## config.mk

```make
export PLATFORM = sky130hd
export DESIGN_NAME = serial_adder
export DESIGN_NICKNAME = d
export VERILOG_FILES = /design/src/rtl/serial_adder.sv
export SDC_FILE = /design/constraint.sdc
export NUM_CORES = 1
export LEC_CHECK = 0
export BUFFER_PORTS_ARGS = -buffer_cell sky130_fd_sc_hd__clkbuf_2
export CORE_ASPECT_RATIO = 2
export CORE_MARGIN = 10
export CORE_UTILIZATION = 45
export CTS_BUF_LIST = sky130_fd_sc_hd__clkbuf_4 sky130_fd_sc_hd__clkbuf_8
export DETAILED_ROUTE_END_ITERATION = 6
export GPL_ROUTABILITY_DRIVEN = 0
export PLACE_DENSITY_LB_ADDON = 0.08
export SYNTH_ARGS = -nofsm -noshare
export SYNTH_HDL_FRONTEND = slang
export SYNTH_SLANG_ARGS = --single-unit
```

## constraint.sdc

```tcl
create_clock -name clk -period 3.5 [get_ports clk]
set_clock_uncertainty 0.15 [all_clocks]
set_input_delay 0.175 -clock clk [delete_from_list [all_inputs] [get_ports clk]]
set_output_delay 0.175 -clock clk [all_outputs]
set_load 0.02 [all_outputs]
```

## src/rtl/serial_adder.sv

```systemverilog
// Bit-serial adder: latches A, B and Cin, then feeds one LSB-first bit pair per clock
// through the single-bit full adder fa, collecting Sum bits and recirculating the carry.

module fa (
   input  logic A,
   input  logic B,
   input  logic Cin,
   output logic Sum,
   output logic Cout
);
   assign Sum  = A ^ B ^ Cin;
   assign Cout = (A & B) | (Cin & (A ^ B));
endmodule

module serial_adder #(
   parameter int WIDTH = 8
) (
   input  logic             clk,
   input  logic             rst_n,
   input  logic             start,
   input  logic [WIDTH-1:0] A,
   input  logic [WIDTH-1:0] B,
   input  logic             Cin,
   output logic             busy,
   output logic             done,
   output logic [WIDTH-1:0] Sum,
   output logic             Cout
);
   localparam int CW = $clog2(WIDTH + 1);
   localparam logic [CW-1:0] LAST = CW'(WIDTH - 1);

   typedef enum logic [1:0] {IDLE, SHIFT, DONE} state_t;

   state_t           state_q, state_d;
   logic [WIDTH-1:0] a_q, a_d, b_q, b_d, res_q, res_d, sum_q, sum_d;
   logic [CW-1:0]    count_q, count_d;
   logic             carry_q, carry_d, cout_q, cout_d;
   logic             fa_sum, fa_cout;

   // Insert a bit at the MSB end; written via a wider temporary so WIDTH=1 stays legal.
   function automatic logic [WIDTH-1:0] shift_in(input logic b, input logic [WIDTH-1:0] v);
      logic [WIDTH:0] t;
      t = {b, v};
      return t[WIDTH:1];
   endfunction

   fa u_fa (
      .A   (a_q[0]),
      .B   (b_q[0]),
      .Cin (carry_q),
      .Sum (fa_sum),
      .Cout(fa_cout)
   );

   always_ff @(posedge clk or negedge rst_n) begin
      if (!rst_n) begin
         state_q <= IDLE;
         a_q     <= '0;
         b_q     <= '0;
         res_q   <= '0;
         sum_q   <= '0;
         count_q <= '0;
         carry_q <= 1'b0;
         cout_q  <= 1'b0;
      end else begin
         state_q <= state_d;
         a_q     <= a_d;
         b_q     <= b_d;
         res_q   <= res_d;
         sum_q   <= sum_d;
         count_q <= count_d;
         carry_q <= carry_d;
         cout_q  <= cout_d;
      end
   end

   always_comb begin
      state_d = state_q;
      a_d     = a_q;
      b_d     = b_q;
      res_d   = res_q;
      sum_d   = sum_q;
      count_d = count_q;
      carry_d = carry_q;
      cout_d  = cout_q;
      unique case (state_q)
         IDLE, DONE: begin
            // DONE accepts a new request exactly like IDLE, giving back-to-back throughput.
            if (start) begin
               a_d     = A;
               b_d     = B;
               carry_d = Cin;
               res_d   = '0;
               count_d = '0;
               state_d = SHIFT;
            end else begin
               state_d = IDLE;
            end
         end
         SHIFT: begin
            res_d   = shift_in(fa_sum, res_q);
            carry_d = fa_cout;
            a_d     = a_q >> 1;
            b_d     = b_q >> 1;
            count_d = count_q + CW'(1);
            if (count_q == LAST) begin
               sum_d   = shift_in(fa_sum, res_q);
               cout_d  = fa_cout;
               state_d = DONE;
            end
         end
         default: state_d = IDLE;
      endcase
   end

   assign busy = (state_q == SHIFT);
   assign done = (state_q == DONE);
   assign Sum  = sum_q;
   assign Cout = cout_q;

endmodule

```

After elaboration in Yosys (flattened, before gate mapping)
Cells that the tools add are included.

storage, ports and cells
  flip-flop bits (word level) = 40
  bits in latches = 0
  RAM bits = 0
  memory bits (read-only) = 0
  output and inout port bits = 11
  logic and storage cells = 37
  memories kept = 0

cells by class
  add/subtract/negate cells = 1
  multipliers = 0
  div/mod/pow operators = 0
  $lt $le $gt $ge = 0
  equality and inequality tests = 5
  shifts and indexed selects = 0
  mux-type cells = 13
  bitwise gates (word level) = 5
  reduce and logical (&&, ||, !) cells = 5

operators with widths
  operator                                                number
  case mux 8 bit (2 select lines)                         3
  2-to-1 mux 8 bit                                        3
  case mux 4 bit (2 select lines)                         1
  adder 4 x 1 -> 4 bit (second input constant)            1
  equality test 4 x 3 -> 1 bit (second input constant)    1
  2-to-1 mux 4 bit                                        1
  case mux 2 bit (2 select lines)                         1
  AND reduction 2 bit                                     2
  AND 1 bit                                               2
  equality test 2 x 1 -> 1 bit (second input constant)    1
  equality test 2 bit (second input constant)             1
  logical NOT 2 bit                                       1
  2-to-1 mux 1 bit                                        2
  2-to-1 mux 2 bit                                        1
  inequality test 2 x 1 -> 1 bit (second input constant)  1
  inequality test 2 bit (second input constant)           1
  case mux 1 bit (2 select lines)                         1
  nonzero test 2 bit                                      1
  OR reduction 2 bit                                      1
  bitwise XOR 1 bit                                       2
  OR 1 bit                                                1

Logic depth before layout (Yosys ltp)
  depth in word-level cells = 4
  mapped depth = 5

By module
From an unflattened synthesis, not the netlist that was laid out.

unflattened totals
  cell total of the unflattened synthesis = 114
  area, all modules = 1609.0 µm²

modules (own cells, without submodules)
  module        times used  cells an instance  area an instance (µm²)
  serial_adder  1           113                1589.0
  fa            1           1                  20.0

Worst setup path before layout
Ideal clock, no wire load.

  kind = reg2reg
  start = register count_q[0]
  end = register cout_q (netlist: Cout)
  library setup time = 0.128 ns
  data arrival time = 1.247 ns
  required time = 3.222 ns
  slack = 1.976 ns
  stages on the path, launching flop included = 6
  path buffers = 1
  period minus slack after synthesis = 1.524 ns
  cell sequence = dfrtp_1 -> ha_1 -> nand2_1 -> nor3b_2 -> buf_4 -> mux2_1

on the way
  longest elaborated chain between the ends = 2

ends and longest elaborated chain
  what                                  line  text
  start, declared                       36    logic [CW-1:0] count_q, count_d;
  start signal, assigned                71    count_q <= count_d;
  equality test 4 x 3 -> 1 bit          106   if (count_q == LAST) begin
  AND reduction 2 bit (no source line)  --
  end signal, assigned                  73    cout_q <= cout_d;
  end, declared                         37    logic carry_q, carry_d, cout_q, cout_d;

No other way between the ends.
A chain may end at the register's enable or synchronous reset.

Worst setup path after layout
  start = register state_q[1]
  end = register sum_q[6] (netlist: Sum[6])

on the way
  longest elaborated chain between the ends = 2

ends and longest elaborated chain
  what                                  line  text
  start, declared                       34    state_t state_q, state_d;
  start signal, assigned                66    state_q <= state_d;
  equality test 2 x 1 -> 1 bit          86    unique case (state_q)
  AND reduction 2 bit (no source line)  --
  end signal, assigned                  70    sum_q <= sum_d;
  end, declared                         35    logic [WIDTH-1:0] a_q, a_d, b_q, b_d, res_q, res_d, sum_q, sum_d;

No other way between the ends.

==> impl_metrics.ini <==
[grt]
grt_use_total = 0.0985
grt_pass1_wl_um = 5320
grt_start_max_net_pins = 40
grt_pass1_vias = 1160
grt_overflow = 0
antenna_found_initial = 0

[synth]
yosys-top-cells-area = dfrtp_1, a22o_1, a21o_1
ys_ff_latch = 39
seq_area_frac_synth = 0.607
synth_top_area_frac = 0.607
synth_cell_types = 18
synth_warnings = 0
avgSynthCellArea_um2 = 14.1
synth_cells = 114
synth_top_cell_by_area = dfrtp_1
netlist_area_um2 = 1610
syn_nets = 136

[outcome]
outcome = finished, final reports clean

[clock_tree]
post_cts_resized = 0
clk_latency_ns = 0.28
cts_root_buffer = clkbuf_8
numClockSinks = 39
cts.clk_slew.worst_paths_ns = 0.07
h-tree-depth = 2
clockBufferDepth = 2
tritoncts = done
cts_buffers = 5

[routing]
drt_first_pass_iters = 4
wire_per_inst_um = 15.5
drtIter0Drc = 17
detail-route-antenna-nets = 0
post-route-drc-count = 0
viasPerCell = 5.28
routed_wl_um = 3010
num_vias = 1029

[power]
leakage_uw = 0.00102
power_density_nw_per_um2 = 902
ir_drop_mv = 0.423

[die]
die_area_um2 = 6510
coreArea_um2 = 3420
start_util = 0.471
rows = 30
die_w_um = 62.3
die_h_um = 105
ios = 31

[final_layout]
regArea_um2 = 976
drive_gt1_frac = 0.279
layout.nets = 170
final_util = 0.555
design_area_um2 = 1900
fillers = 293
diodes = 0
syn2layout_area_growth_pct = 18.0
multi_input_area_um2 = 587

[critical_path]
critPathArrivalTime_ns = 2.26
crit_path_start = state_q[1]
path_class = reg -> reg
end_kind = flop
cp_max_fo = 31
worstPathRequired_ns = 3.51
start_kind = flop
regToRegStartpoint = state_q[1]

[placement]
dp_hpwl_um = 2080
port_buffers = 30
place_area_um2 = 1780
dpl_worst_slack_ns = 1.22

[timing]
tightest_slew_ns = 0.931
slew-limit-headroom = 0.380
slew_violations = 0
rsz0062_at_grt = false
fin_ws_ns = 1.26
whs_ns = 0.0341
fmax_mhz = 446
hold_violations = 0
tns_ns = 0
fin_crit_ns = 2.24
setup_viol = 0
post-route-period-util = 0.641

[min_path]
hold_class = in -> reg
holdCritStartpoint = A[5]

[run]
drv_cap = 0
-- layout make-up --
class                      instances  share of cell area
clock buffer                       6              0.0402
timing repair buffer              35               0.104
sequential                        39               0.515
multi-input combinational         67               0.309
tap                               48              0.0317
-- registers in the layout, indices dropped and copies added (netlist names) --
signal / count
Sum: 8
a_q: 8
b_q: 8
res_q: 7
count_q: 4
state_q: 2
Cout: 1
carry_q: 1
-- timing repair --
action,CTS,global route
buffers inserted,0,0
hold buffers,4,0
hold endpoints to repair,42,0
-- synthesized netlist by cell type, drive strengths merged --
library cell  count
nor3b             1
mux2i             2
mux2             10
nand4             1
and2b             1
a21o             15
ha                1
dfrtp            39
nand2             3
fa                1
nor2b             3
buf               8
o21ai             1
nand2b            1
a22o             26
nor2              1
-- layout by cell type, fill, tap and decap left out --
cell,synthesis,final
dlygate4sd3_1,0,4
mux2i_1,2,2
mux2_1,9,9
ha_1,1,1
nand2_1,3,3
buf_4,2,1
fa_1,1,1
o21ai_0,1,1
dfrtp_1,39,39
clkbuf_8,0,5
clkbuf_2,0,30
mux2_2,1,1
and2b_4,1,1
nand2b_1,1,1
nor2b_1,3,3
a21o_1,15,15
nor3b_2,1,1
nand4_1,1,1
clkbuf_4,0,1
a22o_1,26,26
nor2_4,1,1
-- layer usage --
layer	GRT usage	part of all wire	up-vias
li1	-	-	486
met1	0.0959	0.39	509
met2	0.167	0.51	27
met3	0.0567	0.083	7
met4	0.0386	0.013	0
met5	0	0	-
-- critical path, stage by stage (launching register included) --
cell     delay (ns)
dfrtp_1        0.38
and2b_4        0.50
nor3b_2        0.71
mux2_1         0.39
-- worst paths after layout --
kind / end / slack (ns) / depth (start not counted)
min reg2reg: b_q[6] / 0.33 / 1
min: a_q[5] / 0.03 / 3
min in group asynchronous: res_q[5] / 0.41 / 2
max: Sum[6] / 1.26 / 3
max in group asynchronous: Sum[0] / 2.21 / 2
max reg2reg: Sum[6] / 1.26 / 3
-- power breakdown --
group          switching [uW]  total, uW  internal, uW
Combinational             334        663           330
Sequential                122        770           648
Clock                     137        277           140
Total                     593       1710          1120
-- kinds of logic (layout without fill, tap and decap cells) --
logic type | after synthesis | in the layout | synth area share
compound gates | 42 | 42 | 0.215
flops | 39 | 39 | 0.607
mux | 12 | 12 | 0.0825
simple gates | 11 | 11 | 0.0475
buf+inv | 8 | 41 | 0.0280
fa+ha+maj | 2 | 2 | 0.0202
-- metrics by stage --
step | total power, uW | cells
after floorplan | 1290 | 114
after detailed placement | 1450 | 185
final | 1710 | 195
after global routing | 1850 | 195
after CTS | 1740 | 195
after global placement | 1420 | 185
Note: power is estimated with default switching activity, not from simulation.
